<file path="src/rtl/pipeline_controller.sv">
// Control and hazard unit for a 5-stage RV32I pipeline: decode in D, control
// pipeline D/E -> E/M -> M/W, branch resolution in E, stall/flush/forwarding.
module pipeline_controller #(
    parameter int CNT_W = 32
) (
    input  logic             clk,
    input  logic             rst,
    input  logic [6:0]       op,
    input  logic [2:0]       func3,
    input  logic [6:0]       func7,
    input  logic             zero,
    input  logic             blt,
    input  logic             bge,
    input  logic [4:0]       Rs1D,
    input  logic [4:0]       Rs2D,
    input  logic [4:0]       Rs1E,
    input  logic [4:0]       Rs2E,
    input  logic [4:0]       RdE,
    input  logic [4:0]       RdM,
    input  logic [4:0]       RdW,
    output logic [2:0]       ImmSrcD,
    output logic             ALUSrcE,
    output logic [2:0]       ALUControlE,
    output logic             MemWriteM,
    output logic             RegWriteW,
    output logic [1:0]       ResultSrcW,
    output logic             PCSrcE,
    output logic             StallF,
    output logic             StallD,
    output logic             FlushD,
    output logic             FlushE,
    output logic [1:0]       ForwardAE,
    output logic [1:0]       ForwardBE,
    output logic [CNT_W-1:0] instret,
    output logic             illegal
);

    localparam logic [6:0] OP_R    = 7'b0110011;
    localparam logic [6:0] OP_I    = 7'b0010011;
    localparam logic [6:0] OP_LW   = 7'b0000011;
    localparam logic [6:0] OP_SW   = 7'b0100011;
    localparam logic [6:0] OP_B    = 7'b1100011;
    localparam logic [6:0] OP_JAL  = 7'b1101111;
    localparam logic [6:0] OP_LUI  = 7'b0110111;
    localparam logic [6:0] OP_NONE = 7'b0000000;

    localparam logic [2:0] ALU_ADD   = 3'b000;
    localparam logic [2:0] ALU_SUB   = 3'b001;
    localparam logic [2:0] ALU_AND   = 3'b010;
    localparam logic [2:0] ALU_OR    = 3'b011;
    localparam logic [2:0] ALU_SLT   = 3'b100;
    localparam logic [2:0] ALU_SLTU  = 3'b101;
    localparam logic [2:0] ALU_BUFFB = 3'b110;
    localparam logic [2:0] ALU_XOR   = 3'b111;

    typedef struct packed {
        logic       valid;
        logic       reg_write;
        logic [1:0] result_src;
        logic       mem_write;
        logic       jump;
        logic       branch;
        logic [2:0] func3;
        logic [2:0] alu_ctrl;
        logic       alu_src;
    } de_t;

    typedef struct packed {
        logic       valid;
        logic       reg_write;
        logic [1:0] result_src;
        logic       mem_write;
    } em_t;

    typedef struct packed {
        logic       valid;
        logic       reg_write;
        logic [1:0] result_src;
    } mw_t;

    // Only R-type uses func7[5] to select SUB; addi ignores it.
    function automatic logic [2:0] alu_dec(input logic [2:0] f3, input logic f7b5, input logic is_r);
        logic [2:0] ctrl;
        case (f3)
            3'b000:  ctrl = (is_r & f7b5) ? ALU_SUB : ALU_ADD;
            3'b010:  ctrl = ALU_SLT;
            3'b011:  ctrl = ALU_SLTU;
            3'b100:  ctrl = ALU_XOR;
            3'b110:  ctrl = ALU_OR;
            3'b111:  ctrl = ALU_AND;
            default: ctrl = ALU_ADD;
        endcase
        return ctrl;
    endfunction

    // M-stage result has priority because it is the younger producer.
    function automatic logic [1:0] fwd_sel(input logic [4:0] rs, input logic rw_m, input logic [4:0] rd_m,
                                           input logic rw_w, input logic [4:0] rd_w);
        logic [1:0] sel;
        if (rw_m && (rd_m != 5'd0) && (rd_m == rs)) begin
            sel = 2'b10;
        end else if (rw_w && (rd_w != 5'd0) && (rd_w == rs)) begin
            sel = 2'b01;
        end else begin
            sel = 2'b00;
        end
        return sel;
    endfunction

    de_t              dec_s;
    logic [2:0]       imm_src_s;
    logic             illegal_op_s;
    logic             taken_s;
    logic             pc_src_s;
    logic             lw_stall_s;

    de_t              de_d, de_q;
    em_t              em_d, em_q;
    mw_t              mw_d, mw_q;
    logic [CNT_W-1:0] instret_d, instret_q;
    logic             illegal_d, illegal_q;

    // D-stage instruction decode.
    always_comb begin
        dec_s        = '0;
        imm_src_s    = 3'b000;
        illegal_op_s = 1'b0;
        dec_s.func3  = func3;
        case (op)
            OP_R: begin
                dec_s.valid     = 1'b1;
                dec_s.reg_write = 1'b1;
                dec_s.alu_ctrl  = alu_dec(func3, func7[5], 1'b1);
            end
            OP_I: begin
                dec_s.valid     = 1'b1;
                dec_s.reg_write = 1'b1;
                dec_s.alu_src   = 1'b1;
                dec_s.alu_ctrl  = alu_dec(func3, func7[5], 1'b0);
            end
            OP_LW: begin
                dec_s.valid      = 1'b1;
                dec_s.reg_write  = 1'b1;
                dec_s.alu_src    = 1'b1;
                dec_s.result_src = 2'b01;
            end
            OP_SW: begin
                dec_s.valid     = 1'b1;
                dec_s.mem_write = 1'b1;
                dec_s.alu_src   = 1'b1;
                imm_src_s       = 3'b001;
            end
            OP_B: begin
                dec_s.valid    = 1'b1;
                dec_s.branch   = 1'b1;
                dec_s.alu_ctrl = ALU_SUB;
                imm_src_s      = 3'b010;
            end
            OP_JAL: begin
                dec_s.valid      = 1'b1;
                dec_s.jump       = 1'b1;
                dec_s.reg_write  = 1'b1;
                dec_s.result_src = 2'b10;
                imm_src_s        = 3'b011;
            end
            OP_LUI: begin
                dec_s.valid     = 1'b1;
                dec_s.reg_write = 1'b1;
                dec_s.alu_src   = 1'b1;
                dec_s.alu_ctrl  = ALU_BUFFB;
                imm_src_s       = 3'b100;
            end
            OP_NONE: begin
                dec_s.func3 = 3'b000;
            end
            default: begin
                dec_s.func3  = 3'b000;
                illegal_op_s = 1'b1;
            end
        endcase
    end

    // Branch resolution and hazard detection.
    always_comb begin
        case (de_q.func3)
            3'b000:  taken_s = zero;
            3'b001:  taken_s = ~zero;
            3'b100:  taken_s = blt;
            3'b101:  taken_s = bge;
            default: taken_s = 1'b0;
        endcase
        pc_src_s   = de_q.jump | (de_q.branch & taken_s);
        lw_stall_s = (de_q.result_src == 2'b01) && (RdE != 5'd0) && ((RdE == Rs1D) || (RdE == Rs2D));
    end

    // Next-state for the control pipeline, retire counter and sticky flag.
    always_comb begin
        if (lw_stall_s || pc_src_s) begin
            de_d = '0;
        end else begin
            de_d = dec_s;
        end
        em_d = '{valid: de_q.valid, reg_write: de_q.reg_write,
                 result_src: de_q.result_src, mem_write: de_q.mem_write};
        mw_d = '{valid: em_q.valid, reg_write: em_q.reg_write, result_src: em_q.result_src};
        if (mw_q.valid) begin
            instret_d = instret_q + {{(CNT_W-1){1'b0}}, 1'b1};
        end else begin
            instret_d = instret_q;
        end
        illegal_d = illegal_q | (illegal_op_s & ~lw_stall_s & ~pc_src_s);
    end

    // State registers; reset discards in-flight controls immediately.
    always_ff @(posedge clk or posedge rst) begin
        if (rst) begin
            de_q      <= '0;
            em_q      <= '0;
            mw_q      <= '0;
            instret_q <= '0;
            illegal_q <= 1'b0;
        end else begin
            de_q      <= de_d;
            em_q      <= em_d;
            mw_q      <= mw_d;
            instret_q <= instret_d;
            illegal_q <= illegal_d;
        end
    end

    // Decoded immediate select is forced quiet while reset is held.
    assign ImmSrcD     = rst ? 3'b000 : imm_src_s;
    assign ALUSrcE     = de_q.alu_src;
    assign ALUControlE = de_q.alu_ctrl;
    assign MemWriteM   = em_q.mem_write;
    assign RegWriteW   = mw_q.reg_write;
    assign ResultSrcW  = mw_q.result_src;
    assign PCSrcE      = pc_src_s;
    assign StallF      = lw_stall_s;
    assign StallD      = lw_stall_s;
    assign FlushD      = pc_src_s;
    assign FlushE      = lw_stall_s | pc_src_s;
    assign ForwardAE   = fwd_sel(Rs1E, em_q.reg_write, RdM, mw_q.reg_write, RdW);
    assign ForwardBE   = fwd_sel(Rs2E, em_q.reg_write, RdM, mw_q.reg_write, RdW);
    assign instret     = instret_q;
    assign illegal     = illegal_q;

endmodule

</file>
<file path="config.mk">
export PLATFORM = sky130hd
export DESIGN_NAME = pipeline_controller
export DESIGN_NICKNAME = d
export VERILOG_FILES = /design/src/rtl/pipeline_controller.sv
export SDC_FILE = /design/constraint.sdc
export NUM_CORES = 1
export LEC_CHECK = 0
export ABC_CLOCK_PERIOD_IN_PS = 1950
export CELL_PAD_IN_SITES_DETAIL_PLACEMENT = 1
export CELL_PAD_IN_SITES_GLOBAL_PLACEMENT = 2
export CORE_MARGIN = 5
export CORE_UTILIZATION = 26
export DETAILED_ROUTE_END_ITERATION = 7
export PLACE_DENSITY_LB_ADDON = 0.2
export SYNTH_ARGS = -nofsm -noshare
export SYNTH_HDL_FRONTEND = slang
export SYNTH_SLANG_ARGS = --single-unit
</file>
<file path="constraint.sdc">
create_clock -name clk -period 1.95 [get_ports clk]
set_input_delay 0.2925 -clock clk [delete_from_list [all_inputs] [get_ports clk]]
set_output_delay 0.2925 -clock clk [all_outputs]
set_load 0.02 [all_outputs]
</file>
==> metrics, run 1 <==
ranking of synthesized cells by area=dfrtp_1, xnor2_1, xor2_1; first-pass GRT wire length=13570 µm; Die Footprint=12910 µm²; unrepaired setup endpoints after global routing=yes; Max rail drop VDD=0.0002922 V; critical path class=in2out; P_leak=2.010 nW; Min Hold Slack=353.7 ps; synthesized area=2793 µm²; CP Max Fanout=2; setup_tns=-3.961 ps; PwrDens=531.6 nW/µm²; vias in the first global route=2771; ANT nets after route=0; root buf cell=clkbuf_8; largest net degree at the start of global routing=56; ys async rst share=1.000; DRC=0; sequential area share after synthesis=0.4928; clk slew on worst S/H paths=80 ps; DR pass1 iterations=4; Distinct cells, synth=42; Tmin final=1954 ps; n_diodes=0; layout cell share with drive strength beyond 1=0.2758; Mapped Cells=263; final instance area=4537 µm²; IO Count=110; Filler Cells Inserted=1188; skew final=18.17 ps; antenna violations before repair=0; Post-DP Area=4337 µm²; Worst-Skew Late Latency=310 ps; Die Y=113.6 µm; via count=2501; Final WS setup=-3.961 ps; Max-Cap Viols=0; synth warn=0; grt ovf=0; H-Tree Depth=2; most frequent cell after synthesis=dfrtp_1; Synth Net Count=321; Clock Sinks=55; fin crit share=1.002; All-Layer GR Usage=0.1284; Slew headroom=0.7506; gpl congestion=0.8112; Final Setup Violations=1; Starting Density=0.2681; area leader, netlist=dfrtp_1; Synth-to-Final Area Change=62.46%; synthesis-stage register bit count=55; DP HPWL=6462 µm; data required time of the critical path=1660 ps; clk buf depth=2; hold buffers post-CTS=0; WL/cell=14.71 µm; Critical Path Source Type=input pin; status=finished, violations left; DRT iter0 DRCs=70; predominant post-synthesis flop cell=dfrtp_1; Slew @ Worst Pin=371.2 ps; FMAX=511.8 MHz; core area=10420 µm²; failing checks=negative setup slack; Final Slew Violations=0; Yosys top cell area share=0.4928; arrival time at the worst endpoint=1660 ps; row count=37; final net count=474; hold crit path type=reg2reg; wirelength, routed=8136 µm; Post-synth top cells=dfrtp_1, xnor2_1, xor2_1; CP endpoint kind=output port; Die W=113.6 µm; CTS Buf Count=5; Post-synth EDFFs=0; Vias/cell=4.523; PortBufs=103; syn avg cell area=10.62 µm²; CTS tree=built; Final Hold Fails=0
==> layer usage <==
metal	GRT usage	up-vias	wire length [µm]
met5	0	-	0
met3	0.03236	2	475
met2	0.2214	72	3996
met4	0.02644	0	51
li1	-	1218	-
met1	0.1628	1209	3612
==> stage by stage <==
step                      utilization  std cells  total power, mW  worst slack [ps]
after global routing           0.4356        553            2.547            -72.38
after floorplan                     -        263            1.437             8.261
after CTS                      0.4314        552            2.455            -15.28
final                          0.4356        553            2.412            -3.961
after global placement         0.4163        543            1.754            -754.3
after detailed placement       0.4163        543            1.768            -766.5
==> timing repair <==
action                     in CTS  in global routing
setup endpoints to repair      14                 12
gates resized for setup       124                 27
buffers inserted                2                  1
pin swaps                      14                  5
==> cell usage in the layout, fill, tap and decap left out, types with 5 or more instances in the layout <==
cell and instances:
dlygate4sd2_1 6, nand3_1 16, nand2_1 17, nor3_1 7, dfrtp_1 55, nor2_1 17, buf_4 52, clkdlybuf4s15_2 5
xnor2_1 32, xor2_1 29, clkdlybuf4s50_1 68, buf_6 9, clkbuf_8 6, nand4_1 10, buf_2 9
==> logic make-up after synthesis <==
group | Yosys count | synth area share
AO/OA/AOI/OAI | 20 | 0.04660
multiplexers | 5 | 0.01882
AND/OR/NAND/NOR | 106 | 0.2124
buffers and inverters | 13 | 0.02733
flip-flops | 55 | 0.4928
XOR/XNOR | 63 | 0.1976
adder cells (fa/ha/maj) | 1 | 0.004480
==> power breakdown <==
part,internal [mW],switching [mW],total (mW),leakage (nW)
registers,1.18,0.0400,1.22,0.756
logic,0.285,0.245,0.530,1.20
clock network,0.291,0.369,0.661,0.0516
==> sequential cells by signal, summed over array words and instances, names as in the netlist <==
| register | flops |
|---|---|
| ALUControlE | 3 |
| mw_q | 1 |
| ALUSrcE | 1 |
| ResultSrcW | 2 |
| illegal | 1 |
| RegWriteW | 1 |
| MemWriteM | 1 |
| de_q | 9 |
| em_q | 4 |
| instret | 32 |
==> cell type report <==
cell class | instances | area [µm²] | area share
repair buffers | 156 | 1401 | 0.3089
well taps | 136 | 170.2 | 0.03751
flip-flops and latches | 55 | 1376 | 0.3034
inverters | 3 | 11.26 | 0.002482
clock buffers | 6 | 82.58 | 0.01820
multi-input cells | 195 | 1481 | 0.3265
clock inverters | 2 | 13.76 | 0.003034
==> worst paths after layout <==
kind | start | cells past startpoint | slack [ps] | end
setup / recovery | Rs2E[2] | 5 | -4 | ForwardBE[0]
hold / removal | de_q[12]$_DFF_PP0_ | 0 | 350 | em_q[3]$_DFF_PP0_
setup reg to reg | de_q[4]$_DFF_PP0_ | 6 | 160 | de_q[10]$_DFF_PP0_
hold reg to reg | de_q[12]$_DFF_PP0_ | 0 | 350 | em_q[3]$_DFF_PP0_
max in group asynchronous | rst | 4 | 1170 | instret[17]$_DFFE_PP0P_
min in group asynchronous | rst | 4 | 500 | ALUControlE[0]$_DFF_PP0_
==> critical path: stages <==
cell and delay, ps:
clkdlybuf4s15_2 210, xor2_1 160, or4_4 550, nor4_4 270, buf_4 180
Power figures use the tool's default switching activity.
==> run 2, diff against run 1 <==
- CORE_ASPECT_RATIO: unset -> 1.1
==> metrics, run 2 (synthesized netlist as in run 1, its figures left out) <==
Final Hold Fails=0; Die Y=118.7 µm; H-Tree Depth=2; FMAX=515.5 MHz; grt ovf=0; fin crit share=0.9947; gpl congestion=0.7726; Worst-Skew Late Latency=290 ps; first-pass GRT wire length=13340 µm; Die Footprint=12920 µm²; Filler Cells Inserted=1214; DRC=0; status=finished, final reports clean; Max-Cap Viols=0; Power, Total=2.620 mW; hold buffers post-CTS=0; clk slew on worst S/H paths=70 ps; Comb pwr share=0.193; Slowest cell on crit path=or4_4; Slew @ Worst Pin=368.8 ps; CP Max Fanout=2; via count=2491; Reg2Reg Setup Slack=150 ps; commonest non-fill, non-tap cell in the layout=clkdlybuf4s50_1; All-Layer GR Usage=0.1270; clk buf depth=2; Max rail drop VDD=0.0003110 V; Final Slew Violations=0; FF-to-FF Start=instret[9]$_DFFE_PP0P_; Clk pwr share=0.340; crit path to=ForwardBE[0]; antenna violations before repair=0; PwrDens=580.9 nW/µm²; vias in the first global route=2719; Starting Density=0.2674; Slew headroom=0.7534; root buf cell=clkbuf_16; skew final=6.822 ps; layout cell share with drive strength beyond 1=0.2446; DRT iter0 DRCs=40; DR pass1 iterations=4; final net count=470; most frequent cells in the layout=clkdlybuf4s50_1, dfrtp_1, buf_4; critical path class=in2out; wirelength, routed=7828 µm; Critical Path Source Type=input pin; largest net degree at the start of global routing=56; Final Setup Violations=0; part of the power in registers=0.468; WL/cell=14.08 µm; ANT nets after route=0; hold crit path type=reg2reg; core area=10440 µm²; DP HPWL=6381 µm; Synth-to-Final Area Change=61.47%; internal power=1.935 mW; critical path, cell by cell=buf_2, buf_6, xor2_1, or4_4, nor4_2, buf_4; PortBufs=103; row count=39; switching share of power=0.2614; number of flip-flops in the largest register=32; CP endpoint kind=output port; Worst Reg-to-Reg Cells=5; Die W=108.8 µm; Clock Sinks=55; switching power=0.6849 mW; P_leak=1.986 nW; final core utilization=0.4318; max incr delay on CP=540 ps; n_diodes=0; unrepaired setup endpoints after global routing=yes; CTS tree=built; Crit. Startpoint=RdW[2]; CTS Buf Count=5; Vias/cell=4.480; data required time of the critical path=1660 ps; FF-to-FF End=instret[28]$_DFFE_PP0P_; IO Count=110; arrival time at the worst endpoint=1650 ps; Tmin final=1940 ps
## run 2: worst max-delay path: cells and delay by family
family	cells	cell delay (ps)
xor gates and xnor gates	1	130
buffers and inverters	3	400
and+or+nand+nor	2	820
## run 2: routing by layer
metal | global-route usage | up-vias | share of wire | wire, µm
li1 | - | 1226 | - | -
met1 | 0.1666 | 1191 | 0.45 | 3519
met2 | 0.2121 | 69 | 0.49 | 3838
met3 | 0.02399 | 5 | 0.049 | 380
met4 | 0.03552 | 0 | 0.011 | 90
met5 | 0 | - | 0 | 0
## run 2: power groups by stage
stage          sequential (mW)  combinational, mW  clock, mW
2_1_floorplan             1.29              0.151          0
3_3_place_gp              1.25              0.497          0
3_5_place_dp              1.25              0.504          0
4_1_cts                   1.23              0.510      0.920
5_1_grt                   1.23              0.550      0.965
6_report                  1.23              0.504      0.890
## run 2: final cells by class
cell class	instances	area, µm²	area share
Tap cell	143	178.9	0.03968
Clock inverter	2	16.27	0.003607
Sequential cell	55	1376	0.3052
Multi-Input combinational cell	195	1450	0.3216
Clock buffer	6	128.9	0.02858
Timing Repair Buffer	152	1348	0.2988
Inverter	3	11.26	0.002497
## run 2: worst min path at each step
stage	endpoint	from	cells past startpoint
detailed placement	mw_q[3]$_DFF_PP0_	em_q[4]$_DFF_PP0_	0
finish	ResultSrcW[0]$_DFF_PP0_	em_q[1]$_DFF_PP0_	0
global route	ResultSrcW[0]$_DFF_PP0_	em_q[1]$_DFF_PP0_	0
CTS	mw_q[3]$_DFF_PP0_	em_q[4]$_DFF_PP0_	0
global placement	ResultSrcW[1]$_DFF_PP0_	em_q[2]$_DFF_PP0_	0
floorplan	MemWriteM$_DFF_PP0_	de_q[9]$_DFF_PP0_	0
## run 2: metrics by stage
step | hold slack [ps] | worst slack (ps) | cell area [µm²] | TNS (ps) | cells
after CTS | 355.3 | -74.90 | 4486 | -74.90 | 555
after global placement | 335.5 | -759.9 | 4315 | -8850 | 546
after floorplan | 331.2 | 8.261 | 2805 | 0 | 263
after global routing | 358.5 | -64.12 | 4509 | -117.8 | 556
after detailed placement | 337.9 | -829.8 | 4315 | -9510 | 546
final | 351.6 | 10.26 | 4509 | 0 | 556
## run 2: what timing repair did
item / 4_1_cts / 5_1_grt
hold endpoints to repair: 0 / 0
setup buffers: 1 / 1
setup endpoints to repair: 14 / 10
gates resized for setup: 113 / 14
cloned: 0 / 0
pin swaps: 11 / 6
==> run 3, diff against run 2 <==
--- a/constraint.sdc
+++ b/constraint.sdc
@@ -3,2 +3,2 @@
 set_output_delay 0.2925 -clock clk [all_outputs]
-set_load 0.02 [all_outputs]
+set_load 0.05 [all_outputs]
==> metrics, run 3 (synthesized netlist as in run 1, its figures left out) <==
status=finished, violations left; failing checks=negative setup slack; CP endpoint kind=output port; DP Worst Slack=-467.1 ps; unrepaired setup endpoints after global routing=yes; Die Footprint=12920 µm²; core area=10440 µm²; H-Tree Depth=2; IO Count=110; PortBufs=103; number of flip-flops in the largest register=32; layout cell share with drive strength beyond 1=0.2868; CP Max Fanout=2; antenna violations before repair=0; CTS tree=built; Die Y=118.7 µm; first-pass GRT wire length=13800 µm; final net count=465; gr busiest metal=met2; DP HPWL=6567 µm; vias in the first global route=2730; DRT iter0 DRCs=46; Synth-to-Final Area Change=66.35%; FMAX=504.4 MHz; via count=2506; Power, Total=2.710 mW; most frequent cells in the layout=clkdlybuf4s50_1, dfrtp_1, buf_4; row count=39; CTS Buf Count=5; arrival time at the worst endpoint=1690 ps; Max rail drop VDD=0.0003878 V; skew final=4.355 ps; WL/cell=15.15 µm; All-Layer GR Usage=0.1339; fin crit share=1.017; gpl congestion=0.7445; Slew @ Worst Pin=550.9 ps; Final Slew Violations=0; Starting Density=0.2674; DRC=0; critical path class=in2out; met3 Use GR=0.02672; Tmin final=1982 ps; root buf cell=clkbuf_16; hold buffers post-CTS=0; P_leak=1.989 nW; Slew headroom=0.6316; M1 GR Usage=0.1640; hold crit path type=reg2reg; Final Setup Violations=2; wirelength, routed=8347 µm; Vias/cell=4.548; commonest non-fill, non-tap cell in the layout=clkdlybuf4s50_1; n_diodes=0; ANT nets after route=0; grt ovf=0; Die W=108.8 µm; clk buf depth=2; Critical Path Source Type=input pin; Clock Sinks=55; Final WS setup=-32.42 ps; Worst-Skew Late Latency=290 ps; data required time of the critical path=1660 ps; largest net degree at the start of global routing=56; Max-Cap Viols=0; met2 usage=0.2357; DR pass1 iterations=4; clk slew on worst S/H paths=70 ps; PwrDens=583.4 nW/µm²; Final Hold Fails=0
[run 3: cell count changes in the layout (fill, tap and decap cells not counted), moves of 3 or more]
| cell | previous run | this run |
|---|---|---|
| clkbuf_2 | 3 | 10 |
| clkdlybuf4s50_1 | 68 | 64 |
| clkdlybuf4s15_2 | 3 | 0 |
| dfrtp_1 | 55 | 47 |
| buf_4 | 49 | 40 |
| buf_6 | 3 | 7 |
| buf_12 | 1 | 11 |
| dfrtp_2 | 0 | 8 |
| buf_2 | 10 | 3 |
[run 3: cell type report]
| type | count | area, µm² |
|---|---|---|
| clock inverter | 2 | 16.27 |
| timing repair buffer | 147 | 1419 |
| inverter | 3 | 11.26 |
| tap | 143 | 178.9 |
| multi-input combinational | 195 | 1505 |
| sequential | 55 | 1386 |
| clock buffer | 6 | 128.9 |
| fill | 1187 | 5797 |
[run 3: final timing paths]
| path | endpoint | slack [ps] | from | cells after the start |
|---|---|---|---|---|
| max | ForwardBE[0] | -30 | Rs2E[2] | 5 |
| max reg2reg | instret[28]$_DFFE_PP0P_ | 190 | instret[8]$_DFFE_PP0P_ | 5 |
| min in group asynchronous | de_q[9]$_DFF_PP0_ | 550 | rst | 3 |
| min reg2reg | MemWriteM$_DFF_PP0_ | 350 | de_q[9]$_DFF_PP0_ | 0 |
| max in group asynchronous | instret[8]$_DFFE_PP0P_ | 1110 | rst | 3 |
| min | MemWriteM$_DFF_PP0_ | 350 | de_q[9]$_DFF_PP0_ | 0 |
[run 3: report_power, final]
part           switching [mW]  total [mW]  internal [mW]
Clock                   0.407       0.889          0.482
Sequential             0.0437        1.23           1.19
Combinational           0.329       0.591          0.263
[run 3: timing repair]
| action | in CTS | in global routing |
|---|---|---|
| pin swaps | 14 | 12 |
| setup buffers | 4 | 0 |
| gates resized for setup | 56 | 30 |
| setup endpoints to repair | 8 | 14 |
[run 3: layer usage]
| metal | vias up | wire length (µm) |
|---|---|---|
| li1 | 1203 | - |
| met1 | 1229 | 3478 |
| met2 | 69 | 4343 |
| met3 | 5 | 436 |
| met4 | 0 | 89 |
| met5 | - | 0 |
[run 3: through the flow]
stage | util | TNS [ps] | hold slack, ps | area, µm² | cells
floorplan | - | -290.0 | 331.2 | 2885 | 263
global placement | 0.4274 | -4345 | 332.6 | 4463 | 541
detailed placement | 0.4274 | -4560 | 336.2 | 4463 | 541
CTS | 0.4491 | -239.4 | 352.0 | 4690 | 553
global route | 0.4449 | -229.0 | 363.6 | 4646 | 551
finish | 0.4449 | -54.48 | 349.3 | 4646 | 551
[run 3: critical path: stages]
cell	delay, ps
clkdlybuf4s15_1	190
xor2_1	170
or4_4	520
nor4_4	330
buf_12	180
